### config.mk
export PLATFORM = sky130hd
export DESIGN_NAME = pc_unit
export DESIGN_NICKNAME = d
export VERILOG_FILES = /design/src/rtl/pc_pkg.sv /design/src/rtl/pc_redirect_buf.sv /design/src/rtl/pc_unit.sv
export SDC_FILE = /design/constraint.sdc
export NUM_CORES = 1
export LEC_CHECK = 0
export BUFFER_PORTS_ARGS = -buffer_cell sky130_fd_sc_hd__buf_4
export CORE_MARGIN = 8
export CORE_UTILIZATION = 55
export DETAILED_ROUTE_END_ITERATION = 10
export PLACE_DENSITY_LB_ADDON = 0.3
export SLEW_MARGIN = 15
export SYNTH_ARGS = -nofsm -noshare
export SYNTH_HDL_FRONTEND = slang
export SYNTH_HIERARCHICAL = 1
export SYNTH_SLANG_ARGS = --single-unit
### constraint.sdc
create_clock -name clk -period 3.7 [get_ports clk]
set_input_delay 0.37 -clock clk [delete_from_list [all_inputs] [get_ports clk]]
set_output_delay 0.37 -clock clk [all_outputs]
set_load 0.005 [all_outputs]
### src/rtl/pc_pkg.sv
`default_nettype none
// ============================================================================
// Module   : pc_pkg
// Purpose  : Shared constants and the next-PC select encoding for pc_unit.
// Contents : PC_INIT_DEF, EXC_VEC_DEF, PC_INC_DEF, npc_sel_e
// Revision : 1.0 - initial release
// ============================================================================
package pc_pkg;

  localparam logic [31:0] PC_INIT_DEF = 32'h0000_3000;
  localparam logic [31:0] EXC_VEC_DEF = 32'h0000_4180;
  localparam int          PC_INC_DEF  = 4;

  // Source of the next PC value, listed loosely from lowest to highest
  // priority; the actual priority is resolved in pc_unit.
  typedef enum logic [2:0] {
    NPC_SEQ   = 3'd0,
    NPC_HOLD  = 3'd1,
    NPC_REDIR = 3'd2,
    NPC_PEND  = 3'd3,
    NPC_EXC   = 3'd4,
    NPC_ERET  = 3'd5
  } npc_sel_e;

endpackage : pc_pkg
`default_nettype wire

### src/rtl/pc_redirect_buf.sv
`default_nettype none
// ============================================================================
// Module   : pc_redirect_buf
// Purpose  : One-entry buffer holding a branch/jump redirect that arrived
//            while the fetch stage was stalled.
// Ports    : clk, reset      - clock, synchronous active-high reset
//            capture         - load capture_tgt and mark the entry valid
//            clear           - drop the entry (wins over capture)
//            capture_tgt     - target to store
//            valid           - an entry is held
//            pend_tgt        - stored target
// Revision : 1.0 - initial release
// ============================================================================
module pc_redirect_buf #(
  parameter int WIDTH = 32
) (
  input  logic             clk,
  input  logic             reset,
  input  logic             capture,
  input  logic             clear,
  input  logic [WIDTH-1:0] capture_tgt,
  output logic             valid,
  output logic [WIDTH-1:0] pend_tgt
);

  logic             pend_q;
  logic [WIDTH-1:0] pend_tgt_q;

  always_ff @(posedge clk) begin
    if (reset) begin
      pend_q     <= 1'b0;
      pend_tgt_q <= '0;
    end else if (clear) begin
      pend_q     <= 1'b0;
    end else if (capture) begin
      // A newer redirect during the same stall simply overwrites the older one.
      pend_q     <= 1'b1;
      pend_tgt_q <= capture_tgt;
    end
  end

  assign valid    = pend_q;
  assign pend_tgt = pend_tgt_q;

endmodule : pc_redirect_buf
`default_nettype wire

### src/rtl/pc_unit.sv
`default_nettype none
// ============================================================================
// Module   : pc_unit
// Purpose  : Program counter for the single-issue MIPS front end. Handles
//            stall, branch/jump redirect (buffered while stalled), exception
//            entry and eret return. Optional macro PC_ALIGN_CHECK_EN adds
//            the misalign_o fetch-address flag.
// Ports    : clk, reset       - clock, synchronous active-high reset
//            stall_i          - hold PC
//            redir_valid_i    - redirect request, redir_target_i target
//            exc_i            - jump to EXC_VEC
//            eret_i           - jump to epc_i
//            pc_o, pc_plus_o  - current PC and PC + INC
//            pend_o           - buffered redirect pending
//            misalign_o       - pc_o[1:0] != 0 (PC_ALIGN_CHECK_EN only)
// Revision : 1.0 - initial release
// ============================================================================
module pc_unit
  import pc_pkg::*;
#(
  parameter int          WIDTH   = 32,
  parameter logic [31:0] PC_INIT = PC_INIT_DEF,
  parameter logic [31:0] EXC_VEC = EXC_VEC_DEF,
  parameter int          INC     = PC_INC_DEF
) (
  input  logic             clk,
  input  logic             reset,
  input  logic             stall_i,
  input  logic             redir_valid_i,
  input  logic [WIDTH-1:0] redir_target_i,
  input  logic             exc_i,
  input  logic             eret_i,
  input  logic [WIDTH-1:0] epc_i,
  output logic [WIDTH-1:0] pc_o,
  output logic [WIDTH-1:0] pc_plus_o,
`ifdef PC_ALIGN_CHECK_EN
  output logic             misalign_o,
`endif
  output logic             pend_o
);

  // Wide constants are truncated to the PC width; arithmetic wraps.
  localparam logic [WIDTH-1:0] PC_INIT_W = PC_INIT[WIDTH-1:0];
  localparam logic [WIDTH-1:0] EXC_VEC_W = EXC_VEC[WIDTH-1:0];
  localparam logic [WIDTH-1:0] INC_W     = WIDTH'(INC);

  logic [WIDTH-1:0] pc_q;
  logic [WIDTH-1:0] pc_next;
  logic [WIDTH-1:0] pc_plus;
  npc_sel_e         npc_sel;
  logic             buf_capture;
  logic             buf_clear;
  logic             buf_valid;
  logic [WIDTH-1:0] buf_tgt;

  pc_redirect_buf #(
    .WIDTH (WIDTH)
  ) u_redirect_buf (
    .clk         (clk),
    .reset       (reset),
    .capture     (buf_capture),
    .clear       (buf_clear),
    .capture_tgt (redir_target_i),
    .valid       (buf_valid),
    .pend_tgt    (buf_tgt)
  );

  assign pc_plus = pc_q + INC_W;

  // Priority select. Exception and eret ignore the stall; a live redirect
  // supersedes anything already buffered.
  always_comb begin
    npc_sel     = NPC_SEQ;
    buf_capture = 1'b0;
    buf_clear   = 1'b0;
    if (exc_i) begin
      npc_sel   = NPC_EXC;
      buf_clear = 1'b1;
    end else if (eret_i) begin
      npc_sel   = NPC_ERET;
      buf_clear = 1'b1;
    end else if (redir_valid_i && !stall_i) begin
      npc_sel   = NPC_REDIR;
      buf_clear = 1'b1;
    end else if (redir_valid_i) begin
      npc_sel     = NPC_HOLD;
      buf_capture = 1'b1;
    end else if (buf_valid && !stall_i) begin
      npc_sel   = NPC_PEND;
      buf_clear = 1'b1;
    end else if (stall_i) begin
      npc_sel = NPC_HOLD;
    end
  end

  always_comb begin
    pc_next = pc_plus;
    case (npc_sel)
      NPC_SEQ:   pc_next = pc_plus;
      NPC_HOLD:  pc_next = pc_q;
      NPC_REDIR: pc_next = redir_target_i;
      NPC_PEND:  pc_next = buf_tgt;
      NPC_EXC:   pc_next = EXC_VEC_W;
      NPC_ERET:  pc_next = epc_i;
      default:   pc_next = pc_plus;
    endcase
  end

  always_ff @(posedge clk) begin
    if (reset) begin
      pc_q <= PC_INIT_W;
    end else begin
      pc_q <= pc_next;
    end
  end

  assign pc_o      = pc_q;
  assign pc_plus_o = pc_plus;
  assign pend_o    = buf_valid;

`ifdef PC_ALIGN_CHECK_EN
  // Informational only; sequencing is unaffected and the exception unit
  // reacts through exc_i.
  assign misalign_o = (pc_q[1:0] != 2'b00);
`endif

endmodule : pc_unit
`default_nettype wire
==> out/qor.csv, run 1 <==
stage,metric,value,unit
outcome,result of the run,finished clean,
drt,total via count after detailed routing,4593,
finish,count of inserted antenna diode cells,0,
floorplanning,vertical extent of the die,102.6,um
logic_synthesis,"Top FF cell, synth",dfxtp_1,
global_route,maximum number of pins on one net before global-route repair,101,
logic_synthesis,cell type with the largest total area after synthesis,dfxtp_1,
critical_path,worst-path fanout max,13,
drt,Total Wirelength,14400,um
timing,final worst clock skew,0.01141,ns
clocking,PostCTS Resize Cnt,0,
power,leakage,2.099,nW
logic_synthesis,cell area after technology mapping,4128,um2
logic_synthesis,gate count of the mapped netlist,508,
timing,Max-slew headroom,0.4526,
placed_design,buffers added on ports,134,
floorplanning,Die ar.,10530,um2
critical_path,required time of the critical path,3.33,ns
timing,Setup-failing EPs final,0,
logic_synthesis,most instantiated cells after synthesis,"dfxtp_1, nand2b_1, nand4bb_1",
finish,"Area growth, synth to finish",28.10,%
global_route,Total Routing Usage GR,0.2684,
critical_path,number of buffers and inverters on the critical path,1,
logic_synthesis,net count after synthesis,579,
job,max-cap viol count,0,
timing,Worst Hold Slack,0.2644,ns
logic_synthesis,number of different library cells in the post-synthesis netlist,55,
critical_path,cell breakdown of the critical path,"and4_1, nand4_1, nor3_1, xor2_1, buf_4",
clocking,number of buffers created by CTS,9,
drt,routed length per instance,20.11,um
logic_synthesis,Synthesis Warnings,6,
clocking,CTS Buffer Depth,2,
power,worst IR drop on VDD,0.0002264,V
timing,pin slew with the least headroom to its limit,0.8194,ns
global_route,vias in the first global route,4300,
floorplanning,number of I/O pins,135,
critical_path,critical-path cell with the highest stage delay,nor3_1,
critical_path,category of the most critical setup path,flip-flop to primary output,
critical_path,"Data arrival, critical path",2.65,ns
timing,crit share post-route,0.8150,
logic_synthesis,largest cells by area after synthesis,"dfxtp_1, nand4bb_1, nand2b_1, xnor2_1, o21ai_1",
floorplanning,row count,31,
global_route,number of antenna violations at the first check in global routing,0,
logic_synthesis,sequential element share of the synthesized area,0.3152,
critical_path,startpoint type of the worst setup path,flip-flop,
placed_design,pre-CTS worst setup slack,1.022,ns
placed_design,placer's final routability congestion estimate,0.9041,
clocking,CTS Hold Bufs,0,
critical_path,Reg2Reg Setup Slack,1.30,ns
logic_synthesis,number of flops mapped to enable cells by yosys,0,
drt,First DRT Iteration DRCs,487,
floorplanning,Starting Density,0.5691,
clocking,clock sink count,65,
timing,Sum Neg Setup Slack,0,ns
timing,minimum clock period after layout,3.015,ns
logic_synthesis,most repeated cell in the gate-level netlist after synthesis,dfxtp_1,
drt,post-route ant nets,0,
drt,detailed-route DRC error count,0,
clocking,H-tree levels,3,
critical_path,maximum cell stage delay along the critical path,0.61,ns
logic_synthesis,area share of the leading cell type in the synthesized netlist,0.3152,
global_route,leftover overflow at the end of global routing,0,
finish,fraction of final layout cells with drive strength greater than 1,0.2723,
logic_synthesis,mean area per synthesized cell,8.125,um2
floorplanning,Chip Width,102.6,um
timing,Max Fclk,0.3316,GHz
logic_synthesis,number of synthesized register bits,65,
logic_synthesis,share of flip-flops with an asynchronous set or reset after synthesis,0,
global_route,first-pass GRT wire length,22140,um
timing,count of final hold-check violations,0,
clocking,clock latency at the later pin of the worst-skew pair,0.35,ns
critical_path,cell type group with the largest total delay on the critical path,simple AND/OR/NAND/NOR gates,
placed_design,Final HPWL DP,10130,um
drt,detailed-routing iteration count for the pre-antenna-repair pass,8,
timing,Slew Limit Fails,0,
finish,final net count,683,
clocking,buffers inserted by post-CTS timing repair,0,
floorplanning,area of the core,7253,um2
clocking,clock-pin slew on the worst setup and hold paths,0.07,ns
clocking,clock tree root buffer cell,clkbuf_8,
timing,setup slack after layout,0.6846,ns
timing,RSZ-0062 raised after global routing,false,
power,PD cells,318.4,nW/um2
hold_path,type of the most critical hold path,input port to flip-flop,
clocking,clock tree from TritonCTS,yes,
critical_path,kind of end point of the critical path,primary output,
drt,Vias/cell,6.415,
flip-flops by register name, indices dropped and copies added (netlist names):
register,cells
pc_o,32
u_redirect_buf/pend_tgt,32
u_redirect_buf/valid,1
logic make-up after synthesis:
kind of cell	Yosys count	synth area share
DFF	65	0.3152
xor gates and xnor gates	26	0.05517
and+or+nand+nor	209	0.3277
buffers and inverters	62	0.06487
muxes	2	0.004850
adders and majority gates	1	0.003031
AOI/OAI and AO/OA	143	0.2292
where the power goes:
part           total (W)  switching [W]  internal, W
logic           0.000333       0.000159     0.000174
clock network   0.000594       0.000283     0.000311
registers       0.000757      0.0000340     0.000723
total            0.00168       0.000476      0.00121
area by class of cell:
class / instances / area [um2]
fill: 582 / 1966
sequential: 65 / 1301
tap: 99 / 123.9
inverter: 14 / 52.55
clock buffer: 11 / 131.4
clock inverter: 5 / 56.30
multi-input combinational: 381 / 2564
timing repair buffer: 141 / 1059
cell usage in the layout (no fill, tap or decap), types with 5 or more instances in the layout:
master and count:
o21ai_1 30, a21oi_1 29, a211oi_1 7, nor2_1 26
inv_1 14, a221o_1 5, xnor2_1 18, nand2_1 25
buf_4 141, nand4bb_1 32, clkbuf_8 9, a311oi_1 5
a221oi_1 12, o21ai_0 18, dfxtp_1 65, nor3_1 27
a22oi_1 8, nand3_1 10, nand2b_1 41, a222oi_1 7
xor2_1 8, nand4_1 7, nor4_1 7, and4_1 7
metal layers:
metal,global-route usage,up-vias,share of wire
li1,-,2107,-
met1,0.3463,2140,0.40
met2,0.4211,308,0.46
met3,0.05469,38,0.11
met4,0.1208,0,0.026
met5,0,-,0
tightest hold or removal path, cell delays in order:
cell     delay, ns
buf_4         0.09
a21oi_1       0.05
nand3_1       0.07
metrics by stage:
step	instance area (um2)	total power [W]	std cells	util
final	5288	0.001684	716	0.7290
after global routing	5288	0.001746	716	0.7290
after CTS	5288	0.001680	716	0.7290
after detailed placement	5100	0.001100	700	0.7031
after global placement	5100	0.001093	700	0.7031
after floorplan	4128	0.0009240	508	-
path summary, 6_finish.rpt:
kind | to | cells after the start | start
max | pc_plus_o[22] | 5 | pc_o[4]$_SDFFE_PP0P_
min | pc_o[13]$_SDFFE_PP1P_ | 3 | redir_target_i[13]
max reg2reg | pc_o[18]$_SDFFE_PP0P_ | 5 | pc_o[4]$_SDFFE_PP0P_
min reg2reg | u_redirect_buf/pend_tgt[13]$_SDFFE_PP0P_ | 2 | u_redirect_buf/pend_tgt[13]$_SDFFE_PP0P_
(Power assumes the default switching activity.)
==> run 2: changes to the inputs <==
--- a/config.mk
+++ b/config.mk
@@ -7,7 +7,7 @@
 export LEC_CHECK = 0
 export BUFFER_PORTS_ARGS = -buffer_cell sky130_fd_sc_hd__buf_4
 export CORE_MARGIN = 8
-export CORE_UTILIZATION = 55
+export CORE_UTILIZATION = 51
 export DETAILED_ROUTE_END_ITERATION = 10
 export PLACE_DENSITY_LB_ADDON = 0.3
 export SLEW_MARGIN = 15
==> constraint.sdc (replaced) <==
create_clock -name clk -period 2.8 [get_ports clk]
set_input_delay 0.28 -clock clk [delete_from_list [all_inputs] [get_ports clk]]
set_output_delay 0.28 -clock clk [all_outputs]
set_load 0.005 [all_outputs]
==> out/qor.csv, run 2 (synthesized netlist as in run 1, its figures left out) <==
stage,metric,value,unit,change
outcome,result of the run,finished clean,,unchanged
finish,fraction of final layout cells with drive strength greater than 1,0.2821,,was 0.2723
critical_path,category of the most critical setup path,flip-flop to primary output,,unchanged
critical_path,critical-path cell with the highest stage delay,or4_4,,was nor3_1
global_route,number of antenna violations at the first check in global routing,0,,unchanged
power,worst IR drop on VDD,0.0002743,V,was 0.0002264 V
critical_path,kind of end point of the critical path,primary output,,unchanged
timing,final worst clock skew,0.01090,ns,was 0.01141 ns
drt,post-route ant nets,0,,unchanged
critical_path,worst-path fanout max,7,,was 13
power,PD cells,418.9,nW/um2,was 318.4 nW/um2
finish,filler cell count in the final layout,688,,was 582
critical_path,cell breakdown of the critical path,"nand4_2, or3_4, or4_4, xnor2_1, buf_4",,"was and4_1, nand4_1, nor3_1, xor2_1, buf_4"
floorplanning,vertical extent of the die,106.0,um,was 102.6 um
finish,"leading cell type in the layout, fill and taps excluded",buf_4,,unchanged
hold_path,type of the most critical hold path,input port to flip-flop,,unchanged
placed_design,number of placed cells counting well taps,713,,was 700
timing,crit share post-route,0.9531,,
timing,count of final hold-check violations,0,,unchanged
power,leakage,2.139,nW,was 2.099 nW
finish,count of inserted antenna diode cells,0,,unchanged
clocking,clock sink count,65,,unchanged
critical_path,startpoint type of the worst setup path,flip-flop,,unchanged
finish,"Area growth, synth to finish",29.74,%,was 28.10%
global_route,vias in the first global route,4385,,was 4300
floorplanning,Chip Width,106.0,um,was 102.6 um
floorplanning,number of I/O pins,135,,unchanged
placed_design,buffers added on ports,134,,unchanged
timing,Max-slew headroom,0.4288,,was 0.4526
clocking,CTS Buffer Depth,2,,unchanged
clocking,clock tree root buffer cell,clkbuf_8,,unchanged
critical_path,"Data arrival, critical path",2.39,ns,was 2.65 ns
timing,pin slew with the least headroom to its limit,0.8550,ns,was 0.8194 ns
clocking,number of buffers created by CTS,9,,unchanged
clocking,clock-pin slew on the worst setup and hold paths,0.07,ns,about the same
global_route,Total Routing Usage GR,0.2523,,was 0.2684
clocking,clock latency at the later pin of the worst-skew pair,0.35,ns,about the same
floorplanning,Starting Density,0.5153,,was 0.5691
job,max-cap viol count,0,,unchanged
drt,detailed-route DRC error count,0,,unchanged
global_route,maximum number of pins on one net before global-route repair,101,,unchanged
finish,final net count,690,,was 683
drt,total via count after detailed routing,4567,,was 4593
placed_design,placer's final routability congestion estimate,0.9011,,was 0.9041
timing,Max Fclk,0.3747,GHz,
clocking,H-tree levels,3,,unchanged
global_route,first-pass GRT wire length,23150,um,was 22140 um
drt,routed length per instance,20.19,um,was 20.11 um
drt,Total Wirelength,14720,um,was 14400 um
clocking,buffers inserted by post-CTS timing repair,0,,unchanged
timing,Setup-failing EPs final,0,,unchanged
clocking,clock tree from TritonCTS,yes,,unchanged
critical_path,required time of the critical path,2.52,ns,was 3.33 ns
finish,most frequent cells in the layout,"buf_4, dfxtp_1, nand2b_1",,unchanged
floorplanning,Die ar.,11230,um2,was 10530 um2
timing,RSZ-0062 raised after global routing,false,,unchanged
global_route,leftover overflow at the end of global routing,0,,unchanged
critical_path,maximum cell stage delay along the critical path,0.55,ns,was 0.61 ns
finish,post-route non-filler standard cell count,729,,was 716
timing,minimum clock period after layout,2.669,ns,
drt,Vias/cell,6.265,,was 6.415
timing,Sum Neg Setup Slack,0,ns,unchanged
floorplanning,area of the core,8010,um2,was 7253 um2
placed_design,Final HPWL DP,10230,um,was 10130 um
floorplanning,row count,33,,was 31
drt,First DRT Iteration DRCs,351,,was 487
drt,detailed-routing iteration count for the pre-antenna-repair pass,6,,was 8
timing,Slew Limit Fails,0,,unchanged
## run 2: layout make-up
type | instances | area [um2] | area share
tap | 105 | 131.4 | 0.02453
sequential | 65 | 1301 | 0.2430
clock buffer | 13 | 148.9 | 0.02780
multi-input combinational | 381 | 2570 | 0.4799
clock inverter | 3 | 40.04 | 0.007477
inverter | 14 | 52.55 | 0.009813
timing repair buffer | 148 | 1111 | 0.2075
## run 2: what timing repair did
| action | CTS | global route |
|---|---|---|
| hold endpoints to repair | 0 | 0 |
| hold buffers | 0 | 0 |
| endpoints found under the setup margin | 0 | 1 |
| gates resized for setup | 0 | 2 |
## run 2: path summary, 6_finish.rpt
kind,start,end,slack [ns],cells past startpoint
worst max-delay path,pc_o[16]$_SDFFE_PP0P_,pc_plus_o[27],0.13,5
worst max register to register,u_redirect_buf/valid$_SDFFE_PP0P_,u_redirect_buf/pend_tgt[29]$_SDFFE_PP0P_,0.57,5
worst min register to register,u_redirect_buf/pend_tgt[2]$_SDFFE_PP0P_,u_redirect_buf/pend_tgt[2]$_SDFFE_PP0P_,0.47,2
worst min-delay path,redir_target_i[13],pc_o[13]$_SDFFE_PP1P_,0.18,3
## run 2: critical path: cells and delay by family (launching register included)
kind	cells	cell delay (ns)
flip-flops	1	0.48
buffers and inverters	1	0.13
AND/OR/NAND/NOR	3	1.27
XOR/XNOR	1	0.16
## run 2: per-layer routing
layer / wire length (um) / global-route usage / vias up
met4: 254 / 0.09648 / 0
li1: - / - / 2119
met1: 6188 / 0.3261 / 2168
met3: 1356 / 0.05808 / 24
met5: 0 / 0 / -
met2: 6920 / 0.3995 / 256
## run 2: through the flow
stage / power (W) / worst slack, ns / instance area (um2) / hold slack, ns / util
6_report: 0.002243 / 0.1312 / 5355 / 0.1786 / 0.6685
4_1_cts: 0.002240 / 0.08952 / 5349 / 0.1650 / 0.6678
5_1_grt: 0.002329 / 0.03702 / 5355 / 0.1709 / 0.6685
2_1_floorplan: 0.001221 / 0.7044 / 4128 / 0.4162 / -
3_5_place_dp: 0.001459 / 0.4727 / 5160 / 0.4534 / 0.6442
3_3_place_gp: 0.001449 / 0.5406 / 5160 / 0.4518 / 0.6442
## run 2: where the power goes
part           switching, W  total, W  internal (W)
logic              0.000209  0.000442      0.000233
registers         0.0000473   0.00100      0.000956
clock network      0.000364  0.000799      0.000434
total              0.000621   0.00224       0.00162
